**src/rtl/imm_decode_pkg.sv**
```systemverilog
// Shared opcodes, immediate-format codes and the packed entry width for the imm_decode stage.
// Optional feature macro: IMM_DECODE_CSR_EN (CSR zimm immediates).
`define IMM_DECODE_ENTRY_W(xlen, tagw) (3*(xlen) + 3 + (tagw))

package imm_decode_pkg;

  localparam logic [6:0] LOAD      = 7'b0000011;
  localparam logic [6:0] STORE     = 7'b0100011;
  localparam logic [6:0] BRANCH    = 7'b1100011;
  localparam logic [6:0] JAL       = 7'b1101111;
  localparam logic [6:0] JALR      = 7'b1100111;
  localparam logic [6:0] LUI       = 7'b0110111;
  localparam logic [6:0] AUIPC     = 7'b0010111;
  localparam logic [6:0] OP_IMM    = 7'b0010011;
  localparam logic [6:0] OP_IMM_32 = 7'b0011011;
  localparam logic [6:0] SYSTEM    = 7'b1110011;

  typedef enum logic [2:0] {
    FMT_NONE = 3'd0,
    FMT_I    = 3'd1,
    FMT_S    = 3'd2,
    FMT_B    = 3'd3,
    FMT_U    = 3'd4,
    FMT_J    = 3'd5,
    FMT_SH   = 3'd6,
    FMT_Z    = 3'd7
  } fmt_e;

endpackage

```
**src/rtl/imm_decode_stage_extract.sv**
```systemverilog
// Combinational RV32I/RV64I immediate extraction and format classification.
// Optional feature macro: IMM_DECODE_CSR_EN.
module imm_extract
  import imm_decode_pkg::*;
#(
  parameter int XLEN = 32
) (
  input  logic [31:0]     instr,
  output logic [XLEN-1:0] imm,
  output fmt_e            fmt
);

  logic [6:0]      opcode;
  logic [2:0]      funct3;
  logic [XLEN-1:0] imm_i, imm_s, imm_b, imm_u, imm_j, imm_sh, imm_sh5;

  assign opcode  = instr[6:0];
  assign funct3  = instr[14:12];
  assign imm_i   = XLEN'($signed(instr[31:20]));
  assign imm_s   = XLEN'($signed({instr[31:25], instr[11:7]}));
  assign imm_b   = XLEN'($signed({instr[31], instr[7], instr[30:25], instr[11:8], 1'b0}));
  assign imm_j   = XLEN'($signed({instr[31], instr[19:12], instr[20], instr[30:21], 1'b0}));
  assign imm_u   = XLEN'($signed({instr[31:12], 12'h000}));
  assign imm_sh5 = XLEN'(instr[24:20]);
  assign imm_sh  = (XLEN == 64) ? XLEN'(instr[25:20]) : imm_sh5;

`ifdef IMM_DECODE_CSR_EN
  logic [XLEN-1:0] imm_z;
  assign imm_z = XLEN'(instr[19:15]);
`endif

  always_comb begin
    imm = '0;
    fmt = FMT_NONE;
    case (opcode)
      OP_IMM: begin
        if (funct3[1:0] == 2'b01) begin
          imm = imm_sh;
          fmt = FMT_SH;
        end else begin
          imm = imm_i;
          fmt = FMT_I;
        end
      end
      LOAD, JALR: begin
        imm = imm_i;
        fmt = FMT_I;
      end
      STORE: begin
        imm = imm_s;
        fmt = FMT_S;
      end
      BRANCH: begin
        imm = imm_b;
        fmt = FMT_B;
      end
      JAL: begin
        imm = imm_j;
        fmt = FMT_J;
      end
      LUI, AUIPC: begin
        imm = imm_u;
        fmt = FMT_U;
      end
      OP_IMM_32: begin
        // Word shifts keep a 5-bit shamt even on RV64.
        if (XLEN == 64) begin
          if (funct3[1:0] == 2'b01) begin
            imm = imm_sh5;
            fmt = FMT_SH;
          end else begin
            imm = imm_i;
            fmt = FMT_I;
          end
        end
      end
`ifdef IMM_DECODE_CSR_EN
      SYSTEM: begin
        if (funct3[2]) begin
          imm = imm_z;
          fmt = FMT_Z;
        end
      end
`endif
      default: ;
    endcase
  end

endmodule

```
**src/rtl/imm_decode_stage.sv**
```systemverilog
// Registered immediate-decode stage with pc+imm precompute and a 2-entry (output + skid) elastic buffer.
// Optional feature macro: IMM_DECODE_CSR_EN (passed through to imm_extract).
module imm_decode_stage
  import imm_decode_pkg::*;
#(
  parameter int XLEN  = 32,
  parameter int TAG_W = 4
) (
  input  logic             clk,
  input  logic             rst,
  input  logic             flush_i,
  input  logic             valid_i,
  output logic             ready_o,
  input  logic [31:0]      instr_i,
  input  logic [XLEN-1:0]  pc_i,
  input  logic [TAG_W-1:0] tag_i,
  output logic             valid_o,
  input  logic             ready_i,
  output logic [XLEN-1:0]  imm_o,
  output logic [2:0]       fmt_o,
  output logic [XLEN-1:0]  target_o,
  output logic [XLEN-1:0]  pc_o,
  output logic [TAG_W-1:0] tag_o
);

  localparam int EW = `IMM_DECODE_ENTRY_W(XLEN, TAG_W);

  logic [XLEN-1:0] imm;
  fmt_e            fmt;
  logic [EW-1:0]   in_entry, out_entry, skid_entry;
  logic            out_valid, skid_valid;
  logic            acc_in, out_free;

  imm_extract #(.XLEN(XLEN)) u_extract (
    .instr (instr_i),
    .imm   (imm),
    .fmt   (fmt)
  );

  assign in_entry = {imm, fmt, pc_i + imm, pc_i, tag_i};
  assign acc_in   = valid_i && ready_o;
  assign out_free = !out_valid || ready_i;

  // ready_o is low whenever skid is occupied, so acc_in never coincides with skid refill into output.
  always_ff @(posedge clk) begin
    if (rst) begin
      out_valid  <= 1'b0;
      skid_valid <= 1'b0;
      out_entry  <= '0;
      skid_entry <= '0;
    end else if (flush_i) begin
      out_valid  <= 1'b0;
      skid_valid <= 1'b0;
    end else if (out_free) begin
      if (skid_valid) begin
        out_entry  <= skid_entry;
        out_valid  <= 1'b1;
        skid_valid <= 1'b0;
      end else if (acc_in) begin
        out_entry <= in_entry;
        out_valid <= 1'b1;
      end else begin
        out_valid <= 1'b0;
      end
    end else if (acc_in) begin
      skid_entry <= in_entry;
      skid_valid <= 1'b1;
    end
  end

  assign {imm_o, fmt_o, target_o, pc_o, tag_o} = out_entry;
  assign valid_o = out_valid;
  assign ready_o = !skid_valid;

endmodule

```
**config.mk**
```make
export PLATFORM = sky130hd
export DESIGN_NAME = imm_decode_stage
export DESIGN_NICKNAME = d
export VERILOG_FILES = /design/src/rtl/imm_decode_pkg.sv /design/src/rtl/imm_decode_stage_extract.sv /design/src/rtl/imm_decode_stage.sv
export SDC_FILE = /design/constraint.sdc
export NUM_CORES = 1
export LEC_CHECK = 0
export ABC_AREA = 1
export CAP_MARGIN = 20
export CORE_UTILIZATION = 35
export CTS_BUF_LIST = sky130_fd_sc_hd__clkbuf_2
export DETAILED_ROUTE_END_ITERATION = 12
export HOLD_SLACK_MARGIN = 0.1
export SLEW_MARGIN = 20
export SYNTH_ARGS = -nofsm -noshare
export SYNTH_HDL_FRONTEND = slang
export SYNTH_SLANG_ARGS = --single-unit
```
**constraint.sdc**
```tcl
create_clock -name clk -period 5.9 [get_ports clk]
set_input_delay 1.18 -clock clk [delete_from_list [all_inputs] [get_ports clk]]
set_output_delay 1.18 -clock clk [all_outputs]
set_load 0.1 [all_outputs]
```
**Word-level counts from Yosys, hierarchy flattened**

Cells that the tools add are included.

- $lt $le $gt $ge: 0
- $mul: 0
- Bitwise logic cells: 2
- Reduce and logical (&&, ||, !) cells: 11
- Add/subtract/negate cells: 1
- Muxes and demuxes: 8
- Shifts and indexed selects: 0
- Equal/unequal tests: 9
- Div/mod/pow operators: 0

Operators by type and width:

| cell | count |
|---|---|
| 2-to-1 mux 103 bit | 2 |
| case mux 32 bit (6 select lines) | 1 |
| adder 32 bit | 1 |
| 2-to-1 mux 32 bit | 1 |
| == test 7 bit (second input constant) | 3 |
| case mux 3 bit (6 select lines) | 1 |
| == test 7 x 5 -> 1 bit (second input constant) | 2 |
| == test 7 x 6 -> 1 bit (second input constant) | 2 |
| == test 7 x 2 -> 1 bit (second input constant) | 1 |
| AND reduction 3 bit | 2 |
| OR reduction 2 bit | 3 |
| 2-to-1 mux 3 bit | 1 |
| OR reduction 3 bit | 1 |
| == test 2 x 1 -> 1 bit (second input constant) | 1 |
| logical NOT 1 bit | 2 |
| 2-to-1 mux 1 bit | 2 |
| NOT 1 bit | 2 |
| nonzero test 2 bit | 1 |
| logical AND 1 bit | 1 |
| logical OR 1 bit | 1 |

- Bits in read-only memories: 0
- Memory bits (writable): 0
- Latch bits: 0
- Logic and storage cells: 35
- Memories: 0
- Register bits after elaboration: 208
- Output and inout bits: 105
- Input bits: 73

**Longest topological paths before layout**

Gate-level depths: netlist of run 1.

- Depth in word-level cells: 6
- Depth in mapped cells: 23
- Mapped depth without buffers: 23

**Cells and area by module**

Synthesis of run 1 repeated with hierarchy kept, for this count alone.

- Cell total of the unflattened synthesis: 1786
- Area, all modules: 11370.9 µm²

By module, submodules not included:

| module | times used | seq. area each (µm²) | cells an instance | area an instance (µm²) |
|---|---|---|---|---|
| imm_decode_stage | 1 | 4164.0 | 1558 | 10336.2 |
| imm_extract | 1 | 0.0 | 228 | 1034.7 |

**Worst setup path before layout of run 1**

OpenSTA, ideal clock, no wires.

- Kind: input port to flip-flop
- From: input port instr_i[3]
- To: register out_entry[64]
- Buffers on the path: 0
- Arrival time: 3.424 ns
- Data required time: 5.765 ns
- Setup time: 0.135 ns
- Stages on the path: 19
- Setup slack: 2.341 ns
- Cells stage by stage: inv_1 > nand2_1 > nor2_4 > nand2_4 > o32ai_1 > ha_1 > inv_1 > fa_1 > nand3b_1 > nand2_1 > nand2_1 > nand2_1 > nand2_1 > nand2_1 > nand2_1 > nand3_1 > nand3_1 > nand2_1 > a21oi_1

- Word-level cells in the longest chain between the ends: 6
- Elaborated cells on any way between the ends: 14
- Those cells by class: add/sub (1); eq/ne (8); mux (3); reduce/logical (2)

RTL lines:

| item | line | source |
|---|---|---|
| from (decl) | imm_decode_stage.sv:14 | `input logic [31:0] instr_i,` |
| == test 7 x 6 -> 1 bit, or another cell as far along | imm_decode_stage_extract.sv:35 | `case (opcode)` |
| OR reduction 2 bit | imm_decode_stage_extract.sv:35 |  |
| case mux 32 bit (6 select lines) * | imm_decode_stage_extract.sv:35 |  |
| named net imm[0] | imm_decode_stage.sv:28 | `logic [XLEN-1:0] imm;` |
| adder 32 bit * | imm_decode_stage.sv:40 | `assign in_entry = {imm, fmt, pc_i + imm, pc_i, tag_i};` |
| 2-to-1 mux 103 bit * | imm_decode_stage.sv:59 | `end else if (acc_in) begin` |
| 2-to-1 mux 103 bit * | imm_decode_stage.sv:55 | `if (skid_valid) begin` |
| to (signal assigned) | imm_decode_stage.sv:56 | `out_entry <= skid_entry;` |
| to (signal assigned) | imm_decode_stage.sv:60 | `out_entry <= in_entry;` |
| to (decl) | imm_decode_stage.sv:30 | `logic [EW-1:0] in_entry, out_entry, skid_entry;` |

The timed path passes the listed nets; every way through them passes the cells marked *. The select of a mux whose other input is x is not followed.
A chain may end at the register's enable or synchronous reset.

**Final worst setup path of run 1**

- From: register skid_valid
- To: output port ready_o

- Word-level cells in the longest chain between the ends: 1

RTL lines:

| item | line | source |
|---|---|---|
| from (decl) | imm_decode_stage.sv:31 | `logic out_valid, skid_valid;` |
| from (signal assigned) | imm_decode_stage.sv:48 | `skid_valid <= 1'b0;` |
| from (signal assigned) | imm_decode_stage.sv:53 | `skid_valid <= 1'b0;` |
| from (signal assigned) | imm_decode_stage.sv:58 | `skid_valid <= 1'b0;` |
| logical NOT 1 bit | imm_decode_stage.sv:73 | `assign ready_o = !skid_valid;` |
| to (decl) | imm_decode_stage.sv:13 | `output logic ready_o,` |

No other way between the ends.

==> results.py, run 1 <==
metrics = {
    "status": {
        "status": "finished clean",
    },
    "die": {
        "dieArea_um2": 31800,
        "rows": 64,
        "die_w_um": 178,
        "core_um2": 30600,
        "num_io_pins": 178,
        "initial_core_util": 0.356,
        "die_h_um": 178,
    },
    "critical_path": {
        "crit_type": "reg -> out",
        "cp_top_family": "buffers and inverters",
        "worst-path-buf-inv": 2,
        "cp_max_fo": 32,
        "crit_arrival_ps": 3040,
        "cp-start-kind": "flop",
        "cp.required_ps": 4720,
        "cp-end-kind": "output port",
        "cp_cell_sequence": "clkinv_2, clkdlybuf4s50_1",
        "max_stage_delay_ps": 1190,
        "slowest_stage": "clkdlybuf4s50_1",
    },
    "routing": {
        "wl_per_cell_um": 16.9,
        "drt-initial-drc-count": 661,
        "wl_mm": 37.5,
        "dr.pass1.iters": 5,
        "drt-vias-per-instance": 5.01,
        "drc_errors": 0,
        "dr_total_vias": 11100,
        "ant_nets": 0,
    },
    "logic_synthesis": {
        "synth.top_cell.area_share": 0.382,
        "ys_seq_area_frac": 0.382,
        "yosys_warnings": 0,
        "synth_seq_cells": 208,
        "syn_nets": 1738,
        "netlist-cell-type-count": 45,
        "synth_area_leader_cell": "dfxtp_1",
        "ys_top_cells_by_area": "dfxtp_1 (38%), nand2_1 (12%), a21oi_1 (8.2%)",
        "synthesis.area_um2": 10900,
        "synth_cells": 1633,
        "synth.avg_cell_area_um2": 6.67,
    },
    "timing": {
        "slew_viol_final": 0,
        "setup_viol": 0,
        "max_freq_mhz": 237,
        "worst_slew_pin_slew_ps": 1080,
        "period_share": 0.716,
        "skew_ps": 93.1,
        "slew_headroom": 0.279,
        "rsz0062_at_grt": "false",
        "finalWorstSetupSlack_ps": 1680,
        "hold_viol": 0,
        "fin_crit_ps": 4220,
        "worst_hold_slack_ps": 443,
        "tns_ps": 0,
    },
    "layout": {
        "nets": 1894,
        "finish.utilization": 0.436,
        "num-fill-cells": 3218,
        "final_cells": 2224,
        "multi_input_area_um2": 5600,
        "finish.instance_area_um2": 13400,
        "area_growth_pct": 22.6,
        "seqCellArea_um2": 4170,
        "drive_above_1_share": 0.0810,
    },
    "pwr": {
        "swShare": 0.372,
        "powerDensity_nw_per_um2": 243,
        "p_comb_frac": 0.234,
        "seq_power_share": 0.458,
        "power.clock.fraction": 0.308,
        "total_power_mw": 3.24,
        "intPower_mw": 2.04,
        "leakage_nw": 6.39,
        "ir_worst_vdd_uv": 121,
        "p_switching_mw": 1.21,
    },
    "clock_tree": {
        "ctsResizeCount": 0,
        "cts.path.max_buffers": 3,
        "worstSkewPairLatency_ps": 900,
        "cts_tree": "done",
        "clk_pin_slew_ps": 100,
        "cts_made_buffers": 56,
        "cts_hold_buffers": 0,
        "postCtsSetupBuffers": 0,
        "numClockSinks": 208,
        "htree_levels": 2,
        "root_buffer": "clkbuf_2",
    },
    "placed_design": {
        "io_buffers": 177,
        "dp_hpwl_mm": 26.7,
        "place.gp.congestion": 0.907,
        "pre_cts_ws_ps": 1060,
        "placed_area_um2": 12800,
        "placed_cells": 2126,
    },
    "global_route": {
        "overflow": 0,
        "grt_pass1_wl_mm": 57.4,
        "antenna_found_initial": 1,
        "grt_max_degree": 114,
        "track_usage": 0.234,
        "grt_pass1_vias": 10400,
    },
    "run": {
        "cap_violations": 0,
    },
    "min_path": {
        "hp-class": "reg -> reg",
    },
}
## kinds of logic after synthesis
group                      count (synthesis)  share of synthesized area
DFF                                      208                      0.382
AOI/OAI and AO/OA                        443                      0.219
xor gates and xnor gates                  14                     0.0113
and+or+nand+nor                          654                      0.247
adders and majority gates                 32                     0.0374
buffers and inverters                    282                      0.104
## power by group through the flow
stage,Sequential (mW),Clock (mW),Combinational (mW)
floorplan,1.82,0,0.224
global placement,1.52,0,0.754
detailed placement,1.52,0,0.755
CTS,1.49,1.03,0.757
global route,1.49,1.11,0.805
finish,1.49,0.997,0.759
## worst paths after layout
path	startpoint	to	slack (ps)	cells past startpoint
worst max-delay path	skid_valid	ready_o	1680	2
worst min-delay path	skid_entry[26]	out_entry[26]	440	2
worst max register to register	skid_valid	skid_entry[43]	3050	8
worst min register to register	skid_entry[26]	out_entry[26]	440	2
## state kept, by name, indices dropped and copies added (netlist names)
name,count
skid_valid,1
valid_o,1
out_entry,103
skid_entry,103
## cells in the mapped netlist, drive strengths merged
library cell	instances
nand2	364
nor2	212
dfxtp	208
o21ai	199
inv	191
a21oi	181
nand3	64
clkbuf	53
buf	38
a31oi	37
ha	31
o211ai	17
xor2	12
nor3	4
o21bai	4
and2	2
nand4	2
nor4	2
or2	2
xnor2	2
a21o	1
and3	1
fa	1
nand3b	1
o21a	1
o22ai	1
o31ai	1
o32ai	1
## routing by layer
layer / GRT usage / wire length [µm] / vias up / part of all wire
li1: - / - / 5633 / -
met1: 0.309 / 17000 / 5096 / 0.45
met4: 0.0915 / 1180 / 0 / 0.031
met2: 0.371 / 16800 / 335 / 0.45
met3: 0.0475 / 2570 / 73 / 0.068
met5: 0 / 0 / - / 0
## area by class of cell
| cell class | instances | area share |
|---|---|---|
| antenna | 1 | 0.000187 |
| clock buffer | 85 | 0.0319 |
| clock inverter | 11 | 0.00375 |
| inverter | 191 | 0.0540 |
| multi-input combinational | 1143 | 0.419 |
| sequential | 208 | 0.312 |
| tap | 396 | 0.0371 |
| timing repair buffer | 189 | 0.142 |
## worst register-to-register path, cell delays in order, from the launching register on
cell,delay [ps]
dfxtp_4,550
clkinv_2,500
nand4_1,320
clkinv_2,570
buf_12,450
nor2_1,200
nor2_1,50
o21ai_0,90
inv_1,60
## layout by cell type, fill, tap and decap left out, types with 3 or more instances in the layout
cell type,count
a21oi_1,179
a31oi_1,37
buf_4,10
clkbuf_2,85
clkdlybuf4s50_1,176
clkinv_1,9
clkinv_2,3
dfxtp_1,207
ha_1,31
inv_1,185
inv_2,3
nand2_1,354
nand2_2,9
nand3_1,62
nor2_1,202
nor2_2,6
nor2_4,3
o211ai_1,17
o21ai_0,168
o21ai_1,19
o21ai_2,12
o21bai_1,4
xor2_1,12
Note: power is estimated with default switching activity, not from simulation.
==> run 2, diff against run 1 <==
==> constraint.sdc (replaced) <==
create_clock -name clk -period 4.25 [get_ports clk]
set_input_delay 0.85 -clock clk [delete_from_list [all_inputs] [get_ports clk]]
set_output_delay 0.85 -clock clk [all_outputs]
set_load 0.1 [all_outputs]
==> results.py, run 2 (same netlist as run 1, synthesis figures left out) <==
metrics = {
    "status": {
        "status": "finished clean",
    },
    "global_route": {
        "grt_pass1_vias": 10600,
        "antenna_found_initial": 1,
        "grt_pass1_wl_mm": 57.5,
        "grt_max_degree": 114,
        "overflow": 0,
        "track_usage": 0.232,
    },
    "clock_tree": {
        "postCtsSetupBuffers": 0,
        "ctsResizeCount": 0,
        "cts_made_buffers": 56,
        "cts_tree": "done",
        "root_buffer": "clkbuf_2",
        "htree_levels": 2,
        "cts_hold_buffers": 0,
        "worstSkewPairLatency_ps": 860,
        "numClockSinks": 208,
        "cts.path.max_buffers": 3,
        "clk_pin_slew_ps": 90,
    },
    "layout": {
        "drive_above_1_share": 0.0886,
        "top_regs": "out_entry: 103 flops, skid_entry: 103 flops",
        "num-fill-cells": 3254,
        "nets": 1908,
        "final_common_cell": "nand2_1",
        "finish.utilization": 0.440,
        "area_growth_pct": 23.6,
        "final_cell_mix": "nand2_1 (354), dfxtp_1 (207), nor2_1 (202)",
        "final_cells": 2238,
    },
    "timing": {
        "slew_viol_final": 0,
        "skew_ps": 74.5,
        "worst_slew_pin_slew_ps": 1040,
        "finalWorstSetupSlack_ps": 687,
        "period_share": 0.838,
        "slew_headroom": 0.305,
        "fin_crit_ps": 3560,
        "max_freq_mhz": 281,
        "setup_viol": 0,
        "hold_viol": 0,
        "rsz0062_at_grt": "false",
    },
    "critical_path": {
        "cp.required_ps": 4920,
        "crit_arrival_ps": 4240,
        "cp-end-kind": "flop",
        "cp-endpoint": "skid_entry[58]",
        "r2r_start": "skid_valid",
        "cp-start-kind": "input port",
        "reg2reg_to": "skid_entry[46]",
        "cp_max_fo": 5,
        "worst-r2r-setup-slack_ps": 1660,
        "crit_type": "in -> reg",
        "ff2ff_path_depth": 8,
        "startpoint": "instr_i[2]",
    },
    "placed_design": {
        "io_buffers": 177,
        "placed_cells": 2141,
        "pre_cts_ws_ps": -44.4,
        "dp_hpwl_mm": 25.9,
        "place.gp.congestion": 0.914,
    },
    "routing": {
        "dr_total_vias": 11100,
        "drc_errors": 0,
        "drt-initial-drc-count": 822,
        "drt-vias-per-instance": 4.96,
        "wl_per_cell_um": 16.5,
        "ant_nets": 0,
        "dr.pass1.iters": 5,
        "wl_mm": 36.9,
    },
    "die": {
        "num_io_pins": 178,
        "rows": 64,
        "die_w_um": 178,
        "initial_core_util": 0.356,
        "core_um2": 30600,
        "dieArea_um2": 31800,
        "die_h_um": 178,
    },
    "pwr": {
        "ir_worst_vdd_uv": 172,
        "total_power_mw": 4.48,
        "powerDensity_nw_per_um2": 333,
        "leakage_nw": 6.46,
    },
    "run": {
        "cap_violations": 0,
    },
    "min_path": {
        "hp-class": "reg -> reg",
    },
}
run 2: changes by cell type in the layout (fill, tap and decap cells not counted), sizes merged:
cell           change
buf               +15
diode              +1
clkbuf             -2
clkinvlp           +1
clkdlybuf4s50      -1
run 2: where the power goes:
part,switching [mW],internal [mW]
clock,0.851,0.516
sequential,0.0418,2.02
combinational,0.772,0.280
total,1.66,2.82
run 2: final cells by class:
cell class                      count  area, µm²  share of cell area
Multi-Input combinational cell   1143       5600               0.416
Sequential cell                   208       4170               0.310
Timing Repair Buffer              203       2000               0.149
Inverter                          191        721              0.0535
Tap cell                          396        495              0.0368
Clock buffer                       83        415              0.0309
Clock inverter                     12       55.1             0.00409
Antenna cell                        2       5.00            0.000372
run 2: how the worst min path moves through the flow:
stage | from | endpoint | slack, ps | cells past startpoint
floorplan | skid_entry[38] | skid_entry[38] | 460 | 2
global placement | out_entry[57] | out_entry[57] | 460 | 2
detailed placement | out_entry[57] | out_entry[57] | 450 | 2
CTS | skid_entry[29] | out_entry[29] | 430 | 2
global route | skid_entry[25] | out_entry[25] | 450 | 2
finish | skid_entry[29] | out_entry[29] | 440 | 2
run 2: worst max-delay path: stages:
cell and delay [ps]:
clkdlybuf4s50_1 440, inv_1 70, nand2_1 80, nor2_4 150
nand2_4 100, o32ai_1 530, ha_1 270, inv_1 50
fa_1 400, nand3b_1 180, nand2_1 150, nand2_1 70
nand2_1 160, nand3_1 100, nand2_1 180, nand2_1 90
nand3_1 100, nand3_1 80, o211ai_1 110, inv_1 70
run 2: stage by stage:
stage                     cell area [µm²]  hold slack [ps]  setup TNS [ps]
after global placement              13000              456               0
final                               13500              442               0
after global routing                13500              451               0
after floorplan                     10900              455               0
after detailed placement            13000              454            -227
after CTS                           13500              432               0
run 2: layer usage:
layer | part of all wire | GRT usage | wire length, µm
met1 | 0.47 | 0.315 | 17300
met2 | 0.44 | 0.368 | 16200
met3 | 0.060 | 0.0382 | 2220
met4 | 0.031 | 0.0840 | 1160
met5 | 0 | 0 | 0
==> patch: new RTL, flow settings as in run 1 <==
The option `IMM_DECODE_CSR_EN` is turned on by a define.
--- a/src/rtl/imm_decode_stage_extract.sv
+++ b/src/rtl/imm_decode_stage_extract.sv
@@ -1,5 +1,7 @@
 // Combinational RV32I/RV64I immediate extraction and format classification.
 // Optional feature macro: IMM_DECODE_CSR_EN.
+`define IMM_DECODE_CSR_EN
+
 module imm_extract
   import imm_decode_pkg::*;
 #(
Behaviour: not the same (Yosys sat finds a counterexample within 4 cycles, from zero or initial values and one cycle with rst high).
==> patch against run 1 <==
Routed wire length is 4.5% higher; synthesized cell count is 1.0% higher; final cell count is 1.2% higher; sequential cell count stayed put; non-clock buffer count stayed put; final area is 0.85% higher; critical endpoint unchanged; power is 2.4% higher; largest power group unchanged; highest routed layer unchanged; hold slack better by 26 ps; synthesized area hardly changed; combinational power is 3.0% lower; worst setup slack worse by 67 ps.
==> patch: results (changes against run 1) <==
Clock network
The worst-skew pair later-pin latency is 850 ps (-50 ps). The total CTS buffers is 59 (+5.4%).

Hold path
The startpoint identified for the worst hold timing path is out_entry[62]$_SDFFE_PP0P_. The worst-case hold path end point is out_entry[62]$_SDFFE_PP0P_.

Setup path
The delay of the slowest cell on the worst path came to 1250 ps (+60 ps). The endpoint of the worst register-to-register path is skid_entry[41]$_SDFFE_PP0P_. The count of cells along the worst register-to-register path was 9 (+1). The maximum fanout count along the critical path is 52 (+63%). The worst-case register-to-register setup slack is 3420 ps (+370 ps). The arrival time at the worst endpoint was 3110 ps (+70 ps).

Route
The amount of wire on met3 after detailed routing is 2.22 mm (-14%). The sum of met2 wire segment lengths after detailed routing is 17.7 mm (+5.3%). The post-detailed-routing wire length is 39.2 mm (+4.5%).

The detail-routed via count per cell is 5.09 (+1.7%). The routed length on met1 is 18.0 mm (+6.3%).

Final layout
The portion of the layout cell area used by non-clock buffers is 13.9% (-0.27 points). The sequential cell count is 208 (unchanged). The clock buffer count in the final layout is 82 (-3.5%). The proportion of cell area occupied by multi-input gates is 42.1% (+0.20 points). The number of nets in the layout was 1915 (+1.1%). The final-layout fill cell count is 3280 (+1.9%). The fraction of final layout cells with drive strength greater than 1 is 6.75% (-1.4 points).

The clock network area share is 4.11% (+0.55 points).

Placed design
The placed cell area was 12900 sq um (+0.50%). The placer congestion estimate is 0.916 (+0.96%). The worst slack after detailed placement is 816 ps (-248 ps).

The placed wire-length estimate is 27.6 mm (+3.4%). The total placed cells including tap cells is 2145 (+0.89%).

Global route
The number of global-route vias before repair was 10.9k (+5.0%). The met3 layer usage reported by global route came to 3.82% (-0.94 points). The pin count of the biggest net entering global routing is 110 (-3.5%). The met2 track demand over resource is 39.2% (+2.1 points). The global-route usage over all layers is 24.6% (+1.3 points). The global-route track usage on met1 came to 33.3% (+2.4 points).

Synth
The synthesized area per cell was 6.60 sq um (-1.0%). The xor/xnor cell area share of the yosys netlist is 0.884% (-0.24 points). The share of the synthesized area in compound gates (AO/OA/AOI/OAI) is 22.2% (+0.31 points). The net count of the mapped netlist is 1755 (+0.98%).

The fraction of the yosys area taken by sequential cells is 38.2% (about the same). The number of distinct library cells after synthesis is 43 (-4.4%). The area share of fa/ha/maj cells after synthesis is 3.74% (about the same).

STA
The worst slew margin relative to its limit is 26.8% (-1.1 points). The smallest setup slack after layout was 1610 ps (-67.2 ps). The maximum clock skew at final layout was 52.4 ps (-40.7 ps). The worst hold slack was 469 ps (+26.1 ps).

Pwr
The worst-case vdd ir drop is 0.000129 V (+6.4%). The net switching fraction of the power is 36.3% (-0.94 points). The reported leakage power is 6.31 nW (-1.3%). The power drawn by the clock network is 0.00110 W (+10%).

Outcome
The run finished with clean final reports.
## patch: cell types whose count changed in the layout (fill, tap and decap cells not counted), sizes merged, moves of 3 or more
| cell | run 1 | this run |
|---|---|---|
| o21a | 1 | 5 |
| nor2 | 212 | 207 |
| o211ai | 17 | 29 |
| o21bai | 4 | 9 |
| nand4 | 2 | 10 |
| xor2 | 12 | 9 |
| nand2 | 364 | 367 |
| clkbuf | 85 | 82 |
| nor3 | 4 | 12 |
| clkinv | 13 | 22 |
| o21ai | 199 | 182 |
| nand3 | 64 | 76 |
| a21oi | 181 | 176 |
| inv | 188 | 184 |
## patch: kinds of logic (layout without fill, tap and decap cells)
kind of cell | count (synthesis) | count (layout)
DFF | 208 | 208
buffers and inverters | 276 | 479
and+or+nand+nor | 679 | 679
AOI/OAI and AO/OA | 444 | 444
xor gates and xnor gates | 11 | 11
other | 0 | 1
adders and majority gates | 32 | 32
